==> config.mk <==
export PLATFORM = sky130hd
export DESIGN_NAME = regfile_sb
export DESIGN_NICKNAME = d
export VERILOG_FILES = /design/src/rtl/regfile_pkg.sv /design/src/rtl/regfile_init_seq.sv /design/src/rtl/regfile_sb.sv
export SDC_FILE = /design/constraint.sdc
export NUM_CORES = 1
export LEC_CHECK = 0
export ABC_AREA = 0
export BUFFER_PORTS_ARGS = -buffer_cell sky130_fd_sc_hd__buf_2
export CAP_MARGIN = 20
export CELL_PAD_IN_SITES_DETAIL_PLACEMENT = 0
export CELL_PAD_IN_SITES_GLOBAL_PLACEMENT = 1
export CORE_MARGIN = 2
export CORE_UTILIZATION = 50
export DETAILED_ROUTE_END_ITERATION = 7
export PLACE_DENSITY = 0.87
export SYNTH_ARGS = -nofsm -noshare
export SYNTH_HDL_FRONTEND = slang
export SYNTH_HIERARCHICAL = 1
export SYNTH_SLANG_ARGS = --single-unit
==> constraint.sdc <==
create_clock -name clk -period 6.6 [get_ports clk]
set_clock_uncertainty 0.15 [all_clocks]
set_input_delay 1.32 -clock clk [delete_from_list [all_inputs] [get_ports clk]]
set_output_delay 1.32 -clock clk [all_outputs]
set_load 0.01 [all_outputs]
==> src/rtl/regfile_pkg.sv <==
// Shared defaults and state encoding for the scoreboarded register file.
package regfile_pkg;

  localparam int DATA_W_DEF = 32;
  localparam int ADDR_W_DEF = 4;
  localparam int NRD_DEF    = 2;

  // The encoding is fixed so that state_q doubles as "running".
  typedef enum logic {
    ST_INIT = 1'b0,
    ST_RUN  = 1'b1
  } rf_state_e;

endpackage

==> src/rtl/regfile_init_seq.sv <==
// Post-reset clearing sequencer. It walks every register address once, then hands over to RUN.
module regfile_init_seq
  import regfile_pkg::*;
#(
  parameter int ADDR_W = ADDR_W_DEF
) (
  input  logic              clk,
  input  logic              rst_n,
  output logic              init_done,
  output logic              init_we,
  output logic [ADDR_W-1:0] init_addr
);

  localparam int NREG = 1 << ADDR_W;
  localparam logic [ADDR_W:0] LAST = (ADDR_W+1)'(NREG - 1);

  rf_state_e       state_q;
  logic [ADDR_W:0] cnt_q;
  logic            done_q;

  // INIT clears one register per edge. done is registered together with the state change.
  always_ff @(posedge clk or negedge rst_n) begin
    if (!rst_n) begin
      state_q <= ST_INIT;
      cnt_q   <= '0;
      done_q  <= 1'b0;
    end else begin
      case (state_q)
        ST_INIT: begin
          cnt_q <= cnt_q + 1'b1;
          if (cnt_q == LAST) begin
            state_q <= ST_RUN;
            done_q  <= 1'b1;
          end
        end
        default: begin
          state_q <= ST_RUN;
          done_q  <= 1'b1;
        end
      endcase
    end
  end

  assign init_done = done_q;
  assign init_we   = (state_q == ST_INIT);
  assign init_addr = cnt_q[ADDR_W-1:0];

endmodule

==> src/rtl/regfile_sb.sv <==
// Register file with NRD combinational read ports, one write port, a write-to-read bypass,
// a per-register pending scoreboard and a registered count of pending registers.
module regfile_sb
  import regfile_pkg::*;
#(
  parameter int DATA_W  = DATA_W_DEF,
  parameter int ADDR_W  = ADDR_W_DEF,
  parameter int NRD     = NRD_DEF,
  parameter int R0_ZERO = 0
) (
  input  logic                  clk,
  input  logic                  rst_n,
  output logic                  init_done,
  input  logic [NRD*ADDR_W-1:0] rd_addr,
  output logic [NRD*DATA_W-1:0] rd_data,
  output logic [NRD-1:0]        rd_busy,
  input  logic                  wr_en,
  input  logic [ADDR_W-1:0]     wr_addr,
  input  logic [DATA_W-1:0]     wr_data,
  input  logic                  iss_en,
  input  logic [ADDR_W-1:0]     iss_addr,
  output logic [ADDR_W:0]       busy_cnt
);

  localparam int NREG = 1 << ADDR_W;
  localparam bit R0Z  = (R0_ZERO != 0);

  logic                         run;
  logic                         init_we;
  logic [ADDR_W-1:0]            init_addr;
  logic [NREG-1:0][DATA_W-1:0]  mem_q;
  logic [NREG-1:0]              pend_q, pend_d;
  logic [ADDR_W:0]              busy_cnt_q, busy_cnt_d;
  logic                         wr_ok;

  regfile_init_seq #(.ADDR_W(ADDR_W)) u_init (
    .clk       (clk),
    .rst_n     (rst_n),
    .init_done (run),
    .init_we   (init_we),
    .init_addr (init_addr)
  );

  assign init_done = run;
  // Writes to reg 0 are dropped when it is hardwired to zero.
  assign wr_ok = run && wr_en && !(R0Z && (wr_addr == '0));

  // Storage: the sequencer zeroes it after reset, so it needs no reset of its own.
  always_ff @(posedge clk) begin
    if (init_we)    mem_q[init_addr] <= '0;
    else if (wr_ok) mem_q[wr_addr]   <= wr_data;
  end

  // Next pending vector. Issue is applied after writeback so a same-address issue wins.
  always_comb begin
    pend_d = pend_q;
    if (run) begin
      if (wr_en)  pend_d[wr_addr]  = 1'b0;
      if (iss_en) pend_d[iss_addr] = 1'b1;
    end
    if (R0Z) pend_d[0] = 1'b0;
  end

  // Popcount of the post-edge pending vector, registered as busy_cnt.
  always_comb begin
    busy_cnt_d = '0;
    for (int r = 0; r < NREG; r++) busy_cnt_d = busy_cnt_d + {{ADDR_W{1'b0}}, pend_d[r]};
  end

  // Scoreboard state. Reset drops every outstanding producer.
  always_ff @(posedge clk or negedge rst_n) begin
    if (!rst_n) begin
      pend_q     <= '0;
      busy_cnt_q <= '0;
    end else begin
      pend_q     <= pend_d;
      busy_cnt_q <= busy_cnt_d;
    end
  end

  assign busy_cnt = busy_cnt_q;

  // Read ports: reg 0 when hardwired beats the bypass, and the bypass beats storage.
  for (genvar i = 0; i < NRD; i++) begin : g_rd
    logic [ADDR_W-1:0] ra;
    logic              byp, zero;
    assign ra   = rd_addr[i*ADDR_W +: ADDR_W];
    assign byp  = wr_en && (wr_addr == ra);
    assign zero = !run || (R0Z && (ra == '0));
    assign rd_data[i*DATA_W +: DATA_W] = zero ? '0 : (byp ? wr_data : mem_q[ra]);
    assign rd_busy[i] = !zero && pend_q[ra] && !byp;
  end

endmodule
# After elaboration in Yosys (flattened, before gate mapping)
# Index checks and enable logic that the tools add are counted.
# totals
register_bits,540
in_bits,52
output_inout_bits,72
# classes
addsub,16
n_lt_le_gt_ge,8
eq_ne,4
mux,31
n_bitwise,5
reduce_logical,13
# ops
cell,count
two-way mux 512 bit,2
bitwise AND 512 bit,1
bitwise mux 512 bit,1
NOT 512 bit,1
binary-select mux 32 bit (select 4 bit),2
demux 32 bit (select 4 bit),2
two-way mux 32 bit,8
two-way mux 16 bit,4
adder 5 x 1 -> 5 bit,11
less-than comparator 4 x 5 -> 1 bit (second input constant),5
bitwise AND 16 bit,1
NOT 16 bit,1
OR 16 bit,1
>= comparator 4 x 1 -> 1 bit (second input constant),3
logical AND 1 bit,10
binary-select mux 1 bit (select 4 bit),2
demux 1 bit (select 4 bit),2
== test 4 bit,2
two-way mux 1 bit,8
adder 4 x 1 -> 5 bit,1
adder 5 x 1 -> 5 bit (second input constant),1
== test 5 x 4 -> 1 bit (second input constant),1
adder 3 x 1 -> 4 bit,1
adder 2 x 1 -> 3 bit,1
other kinds (4),5

# Logic depth before layout (Yosys ltp)
# Gate-level depths: netlist of the first run.
# depth
word_depth,26
ltp_mapped,16
mapped_depth_nobuf,15

# By module
# The synthesis of the first run kept the hierarchy.
# modules_own_cells
mod,n_inst,cells_per_inst,area_each_um2
regfile_sb,1,2057,30684.4
regfile_init_seq,1,27,344.1

# Worst setup path before layout of the first run
# Ideal clock, no wire load.
# synth_timing
path_kind,input-to-reg
from,input port wr_addr[3]
to,register busy_cnt_q[4] (netlist: busy_cnt[4])
setup_time_ps,119
arrival_time_ps,5208
required_ps,6331
path_slack_ps,1123
path_stages,14
path_buffers,1
path_cell_list,buf_2 nor4_1 nand2_1 a22o_1 inv_1 fa_1 fa_1 fa_1 inv_1 fa_1 ha_1 fa_1 a21oi_1 nor2b_1
# synth_via
elab_chain_cells,26
# synth_rtl
item,line,text
start: declaration,regfile_sb.sv:18,"input logic [ADDR_W-1:0] wr_addr,"
less-than comparator 4 x 5 -> 1 bit (not written as such) or >= comparator 4 x 1 -> 1 bit (tied branches),regfile_sb.sv:58,if (wr_en) pend_d[wr_addr] = 1'b0;
logical AND 1 bit (not written as such),regfile_sb.sv:58,
two-way mux 1 bit (not written as such),regfile_sb.sv:58,
demux 1 bit (select 4 bit) *,regfile_sb.sv:58,
NOT 16 bit (no line) *,n/a,
bitwise AND 16 bit (no line) *,n/a,
two-way mux 16 bit *,regfile_sb.sv:58,
two-way mux 16 bit *,regfile_sb.sv:57,if (run) begin
(+2 left out),n/a,
two-way mux 16 bit *,regfile_sb.sv:57,
via pend_d[0],regfile_sb.sv:32,"logic [NREG-1:0] pend_q, pend_d;"
adder 1 x 1 -> 2 bit *,regfile_sb.sv:67,"for (int r = 0; r < NREG; r++) busy_cnt_d = busy_cnt_d + {{ADDR_W{1'b0}}, pend_d[r]};"
adder 2 x 1 -> 3 bit *,regfile_sb.sv:67,
adder 3 x 1 -> 4 bit *,regfile_sb.sv:67,
adder 4 x 1 -> 5 bit *,regfile_sb.sv:67,
adder 5 x 1 -> 5 bit * (11 in a row),regfile_sb.sv:67,
via busy_cnt_d[4],regfile_sb.sv:33,"logic [ADDR_W:0] busy_cnt_q, busy_cnt_d;"
end signal: assignment,regfile_sb.sv:77,busy_cnt_q <= busy_cnt_d;
end: declaration,regfile_sb.sv:33,
# Mark *: on every way through the listed nets, which the timed path passes. The rest lies on a longest branch. The select of a mux whose other input is x is not followed.
# A chain may end at the register's enable or synchronous reset.

# Worst setup path after layout of the first run
# layout_timing
from,input port rd_addr[4]
to,output port rd_data[35]
# layout_via
elab_chain_cells,4
# layout_rtl
item,line,text
start: declaration,regfile_sb.sv:14,"input logic [NRD*ADDR_W-1:0] rd_addr,"
binary-select mux 32 bit (select 4 bit) or == test 4 bit (tied branches),"regfile_sb.sv:90, regfile_sb.sv:88",
two-way mux 32 bit (not written as such) or logical AND 1 bit (tied branches),"regfile_sb.sv:90, regfile_sb.sv:88",
two-way mux 32 bit * (2 in a row),regfile_sb.sv:90,assign rd_data[i*DATA_W +: DATA_W] = zero ? '0 : (byp ? wr_data : mem_q[ra]);
end: declaration,regfile_sb.sv:15,"output logic [NRD*DATA_W-1:0] rd_data,"
# Every way passes the cells marked *; elsewhere a longest branch is shown, timed or not. The select of a mux whose other input is x is not followed.

==> results of run 1 <==
==> layout make-up <==
type | instances | area (um^2) | share of cell area
Tap cell | 790 | 988 | 0.0286
Timing Repair Buffer | 225 | 1490 | 0.0432
Multi-Input combinational cell | 1250 | 14100 | 0.409
Sequential cell | 540 | 16100 | 0.466
Clock buffer | 73 | 1530 | 0.0443
Inverter | 12 | 45.0 | 0.00131
Clock inverter | 34 | 265 | 0.00769
==> cell usage after synthesis, drive strengths merged <==
master | number | area [um^2]
fa | 10 | 200
a22o | 584 | 5110
and3 | 1 | 6.26
dfrtp | 28 | 701
nor2b | 42 | 263
or2 | 1 | 6.26
nand2b | 6 | 37.5
mux2 | 1 | 11.3
clkbuf | 192 | 721
and2 | 7 | 43.8
nor3 | 11 | 55.1
nand2 | 103 | 387
buf | 90 | 500
nand4 | 1 | 6.26
nor4 | 3 | 18.8
nand4b | 1 | 23.8
nand3 | 1 | 5.00
a31oi | 6 | 37.5
a22oi | 135 | 1010
nor2 | 21 | 78.8
edfxtp | 512 | 15400
a41oi | 1 | 8.76
o2bb2ai | 1 | 8.76
xor2 | 9 | 78.8
inv | 12 | 45.0
a21oi | 16 | 80.1
xnor2 | 4 | 35.0
a32o | 1 | 10.0
or3 | 1 | 6.26
ha | 7 | 87.6
mux4 | 266 | 5990
a21o | 7 | 52.6
o21ai | 1 | 5.00
a21boi | 2 | 15.0
==> worst max-delay path, delay by kind of cell <==
kind / cells / cell delay [ps]
AND/OR/NAND/NOR: 2 / 1210
buffers and inverters: 3 / 880
AO/OA/AOI/OAI: 1 / 210
XOR/XNOR: 1 / 120
==> where the power goes <==
part / switching (mW) / internal [mW] / total (mW)
clock network: 1.42 / 1.79 / 3.21
logic: 0.758 / 0.569 / 1.33
registers: 0.0720 / 3.83 / 3.90
==> logic make-up (layout without fill, tap and decap cells) <==
logic type,after synthesis,count (layout)
AOI/OAI and AO/OA,754,754
adders and majority gates,17,17
xor gates and xnor gates,13,13
buffers and inverters,294,344
muxes,267,267
and+or+nand+nor,199,199
DFF,540,540
==> worst paths after layout <==
check	to	slack [ps]	cells past startpoint
max	rd_data[35]	1350	7
min	u_init/cnt_q[4]	350	2
max reg2reg	busy_cnt[4]	1770	12
min reg2reg	u_init/cnt_q[4]	350	2
max in group asynchronous	pend_q[1]	5300	1
min in group asynchronous	busy_cnt[0]	560	1
==> flip-flops by register name (all words and copies together), names as in the netlist <==
register,flops
busy_cnt,5
mem_q,512
pend_q,16
u_init/cnt_q,5
u_init/init_done,1
u_init/state_q,1
==> per-stage QoR <==
stage                     worst slack, ps  utilization
after global placement                896        0.528
after global routing                 1180        0.561
after CTS                            1370        0.558
final                                1350        0.561
after detailed placement              878        0.528
after floorplan                      1120            -
==> per-layer routing <==
metal | up-vias | track usage | part of all wire
li1 | 8885 | - | -
met1 | 11700 | 0.446 | 0.33
met2 | 2487 | 0.512 | 0.45
met3 | 458 | 0.106 | 0.16
met4 | 0 | 0.178 | 0.059
met5 | - | 0 | 0
==> results.md, run 1 <==
* Num CTS Buffers at 59
* Slowest library cell on the worst path: and2_2
* Fill cells at 4719
* Max incr delay on CP at 630 ps
* Clock insertion delay at the later pin of the skew report at 640 ps
* Inst Count DP at 2789
* Ys Warns at 6
* Post-synthesis simple-gate area fraction at 0.0302
* Post-Layout Cell Count at 2924
* CTS tree: done
* Synthesized net count at 2153
* Max cap viols at 0
* Tmin final at 5250 ps
* Setup crit end kind: output pin
* DR DRC count at 0
* DRT antenna net count at 0
* Crit path DAT at 3780 ps
* Via count at 23500
* Total GRT Usage at 0.340
* Cell Chain, Critical Path: buf_8 > xor2_1 > nor4_1 > and2_2 > buf_4 > a22o_1 > buf_2
* Hold Path Origin: u_init/cnt_q[4]
* Chip height at 253 um
* Avg Synthesized Cell Area at 14.9 um^2
* Root buffer cell: clkbuf_16
* H-tree levels at 2
* Syn Inst Count at 2084
* Most frequent cells in the layout: 584 x a22o_1, 512 x edfxtp_1, 266 x mux4_2
* Mapped Area at 31000 um^2
* Seq/Total Area, Yosys at 0.518
* Largest net degree at the start of global routing at 103
* Routed WL at 108 mm
* Row cnt at 91
* Synth Register Bits at 540
* RePlAce Congestion at 0.863
* Status: finished clean
* Post-synthesis compound-gate area fraction at 0.205
* Commonest non-fill, non-tap cell in the layout: a22o_1
* Max transition margin at 0.175
* Post-synthesis adder-cell area fraction at 0.00927
* Cts hold-fix bufs at 0
* RSZ-0062 raised after global routing: no
* Area Growth Syn to Fin at 11.2%
* PwrDens at 244 nW/um^2
* Total Neg Setup Slack at 0 ps
* Die width at 253 um
* Critical Path RT at 5130 ps
* Hold Vio Cnt, Final at 0
* Maximum fanout along the worst path at 28
* Number of port buffers at 123
* Hpwl dp at 60.3 mm
* Static leakage at 10.7 nW
* Core Box Area at 61500 um^2
* Final net count at 2157
* R2R Path Start: u_init/init_done
* Final Slew Violations at 0
* Distinct cells, synth at 37
* Final Cycle Share at 0.796
* Initial core utilization at 0.505
* Mux share of post-synthesis cell area at 0.193
* Critical Path Source: rd_addr[4]
* Main combinational cell family by area after synthesis: compound AO/OA/AOI/OAI gates
* Fmax at 0.190 GHz
* Xor/xnor share of the synthesized area at 0.00367
* Critical path type: primary input to output pin
* Post-placement cell area at 32500 um^2
* Diode count at 0
* Setup Buffers After CTS at 0
* Worst-margin pin slew at 1240 ps
* Hold Crit Class: register to register
* Vias/cell at 8.04
* Worst hold margin at 355 ps
* Vias in the first global route at 23900
* I/O pin count at 124
* Startpoint Class: primary input
* # clock sinks at 540
* Clock Tree Buf Depth at 3
* Area of the die at 64100 um^2
* Post-route cell area at 34500 um^2
* Avg WL per Cell at 37.1 um
* Post-cts resize count at 0
* Final setup viols at 0
* Layout cell share with drive strength beyond 1 at 0.298
* Reg clk slew, reported paths at 60 ps
* Max IR drop VDD at 0.000283 V
* Starting DRT DRC Count at 3822
* First-pass GRT wire length at 159 mm
* Remaining Overflow, GRT at 0
* Pre-Repair DR Iteration Count at 8
* Antenna violations before repair at 1
* Total power at 8.44 mW
No activity file was read; power rests on OpenSTA's default activity.
==> inputs of run 2 (changes only) <==
- CORE_UTILIZATION: 50 -> 48
- clock period: 6.6 -> 4.7 ns (I/O delays scaled with it)
==> run 2 against run 1 <==
  * Sequential share of layout area fell by 1.2 points
  * Via count grew 1.8%
  * Cell area rose by 2.6%
  * Power rose by 45%
  * Clock power is 46% higher
  * Flip-flop and latch count unchanged
  * Wire length grew 4.3%
  * Register-to-register slack lost 1400 ps
  * First-iteration DRC count rose by 9.0%
  * Count of clock-buffer cells in the layout up 5
  * Global-route usage decreased by 0.48 points
  * Largest cell class unchanged
==> results.md, run 2 (same netlist as run 1, synthesis figures left out) <==
* Tmin final at 4340 ps
* Setup Buffers After CTS at 0
* Die width at 258 um
* Reg clk slew, reported paths at 70 ps
* Critical path type: register to register
* Maximum fanout along the worst path at 8
* Via count at 23900
* Remaining Overflow, GRT at 0
* Number of port buffers at 123
* Starting DRT DRC Count at 4165
* Largest net degree at the start of global routing at 59
* CTS tree: done
* Clock Power Share at 0.384
* Final Cycle Share at 0.924
* Routed WL at 113 mm
* Total GRT Usage at 0.336
* Setup crit end kind: register
* Root buffer cell: clkbuf_16
* Most frequent cells in the layout: 584 x a22o_1, 512 x edfxtp_1, 266 x mux4_2
* Internal at 8.92 mW
* Sw Share at 0.269
* Pre-Repair DR Iteration Count at 8
* Chip height at 258 um
* Cts hold-fix bufs at 0
* Max transition margin at 0.200
* Hold Crit Class: primary input to asynchronous set/reset pin
* Register share of total power at 0.449
* Initial core utilization at 0.483
* Critical Path RT at 5090 ps
* Slowest library cell on the worst path: dfrtp_1
* Area Growth Syn to Fin at 14.1%
* Max IR drop VDD at 0.000639 V
* Clock Tree Buf Depth at 3
* Total Neg Setup Slack at 0 ps
* Antenna violations before repair at 3
* Largest registers: mem_q: 512 flops, pend_q: 16 flops
* Vias in the first global route at 24400
* Largest register by flop count: mem_q
* Crit path DAT at 4730 ps
* Final setup viols at 0
* Hpwl dp at 65.0 mm
* DRT antenna net count at 0
* Layout cell share with drive strength beyond 1 at 0.325
* Worst-margin pin slew at 1200 ps
* Fill cells at 5031
* Critical Path Most Common Cell: fa_1
* First-pass GRT wire length at 165 mm
* PwrDens at 345 nW/um^2
* Total power at 12.2 mW
* Core Box Area at 64200 um^2
* RePlAce Congestion at 0.898
* H-tree levels at 2
* Status: finished clean
* Cell Chain, Critical Path: nand2_1 > nor3_1 > a22o_1 > inv_1 > fa_1 > fa_1 > fa_1 > inv_1 > fa_1 > ha_2 > fa_2 > a21oi_2 > nor2b_1
* Net Sw Power at 3.29 mW
* Max incr delay on CP at 570 ps
* Area of the die at 66700 um^2
* Post-cts resize count at 0
* DR DRC count at 0
* Final net count at 2221
* Vias/cell at 7.83
* Clock insertion delay at the later pin of the skew report at 660 ps
* # clock sinks at 540
* Comb power frac at 0.167
* Fmax at 0.230 GHz
* Largest register FFs at 512
* Num CTS Buffers at 58
* Commonest non-fill, non-tap cell in the layout: a22o_1
* Hold Vio Cnt, Final at 0
* Static leakage at 11.1 nW
* Avg WL per Cell at 37.0 um
* Startpoint Class: register
* I/O pin count at 124
* Final Slew Violations at 0
* Row cnt at 93
* RSZ-0062 raised after global routing: no
* Max cap viols at 0
[run 2: cell count changes in the layout (fill, tap and decap cells not counted), moves of 3 or more]
cell and change:
buf_12 +14, buf_4 +53, clkbuf_8 +3, clkinv_1 -6, clkinv_2 -5
[run 2: layer usage]
metal,vias to the layer above,GRT usage,routed length [um]
met1,11900,0.433,37800
met4,2,0.175,6540
li1,9009,-,-
met3,473,0.127,19300
met5,-,0,12
met2,2559,0.497,49300
[run 2: area by class of cell]
| cell class | instances | area, um^2 | share of cell area |
|---|---|---|---|
| Timing Repair Buffer | 290 | 2150 | 0.0606 |
| Multi-Input combinational cell | 1250 | 14200 | 0.400 |
| Tap cell | 855 | 1070 | 0.0302 |
| Clock buffer | 78 | 1580 | 0.0446 |
| Inverter | 12 | 45.0 | 0.00127 |
| Sequential cell | 540 | 16100 | 0.454 |
| Antenna cell | 1 | 2.50 | 0.0000707 |
| Clock inverter | 30 | 313 | 0.00883 |
[run 2: final timing paths]
path | start | end | slack (ps) | cells after the start
min in group clk | u_init/cnt_q[4] | u_init/cnt_q[4] | 350 | 2
worst max register to register | u_init/init_done | busy_cnt[4] | 360 | 13
max in group asynchronous | rst_n | pend_q[11] | 3780 | 1
worst max-delay path | u_init/init_done | busy_cnt[4] | 360 | 13
worst min register to register | u_init/cnt_q[4] | u_init/cnt_q[4] | 350 | 2
worst min-delay path | rst_n | u_init/cnt_q[1] | 160 | 1
[run 2: critical path: cells and delay by family (launching register included)]
kind                     cells  cell delay, ps
buffers and inverters        2             120
AO/OA/AOI/OAI                2             320
adder cells (fa/ha/maj)      6            2490
flip-flops                   1             570
AND/OR/NAND/NOR              3             570
[run 2: power groups by stage]
stage	Clock (mW)	Combinational, mW	Sequential [mW]
CTS	4.67	2.00	5.48
finish	4.69	2.03	5.49
detailed placement	0	2.00	5.58
floorplan	0	1.31	5.55
global route	4.85	2.20	5.50
global placement	0	1.95	5.57
[run 2: stage by stage]
step / instances / worst slack (ps) / util / hold slack [ps] / instance area [um^2]
detailed placement: 2922 / -179 / 0.519 / 338 / 33300
global placement: 2916 / -119 / 0.518 / 316 / 33300
CTS: 3030 / 363 / 0.548 / 181 / 35200
floorplan: 2084 / 2.12 / - / 298 / 31200
finish: 3056 / 355 / 0.551 / 161 / 35400
global route: 3056 / 203 / 0.551 / 207 / 35400
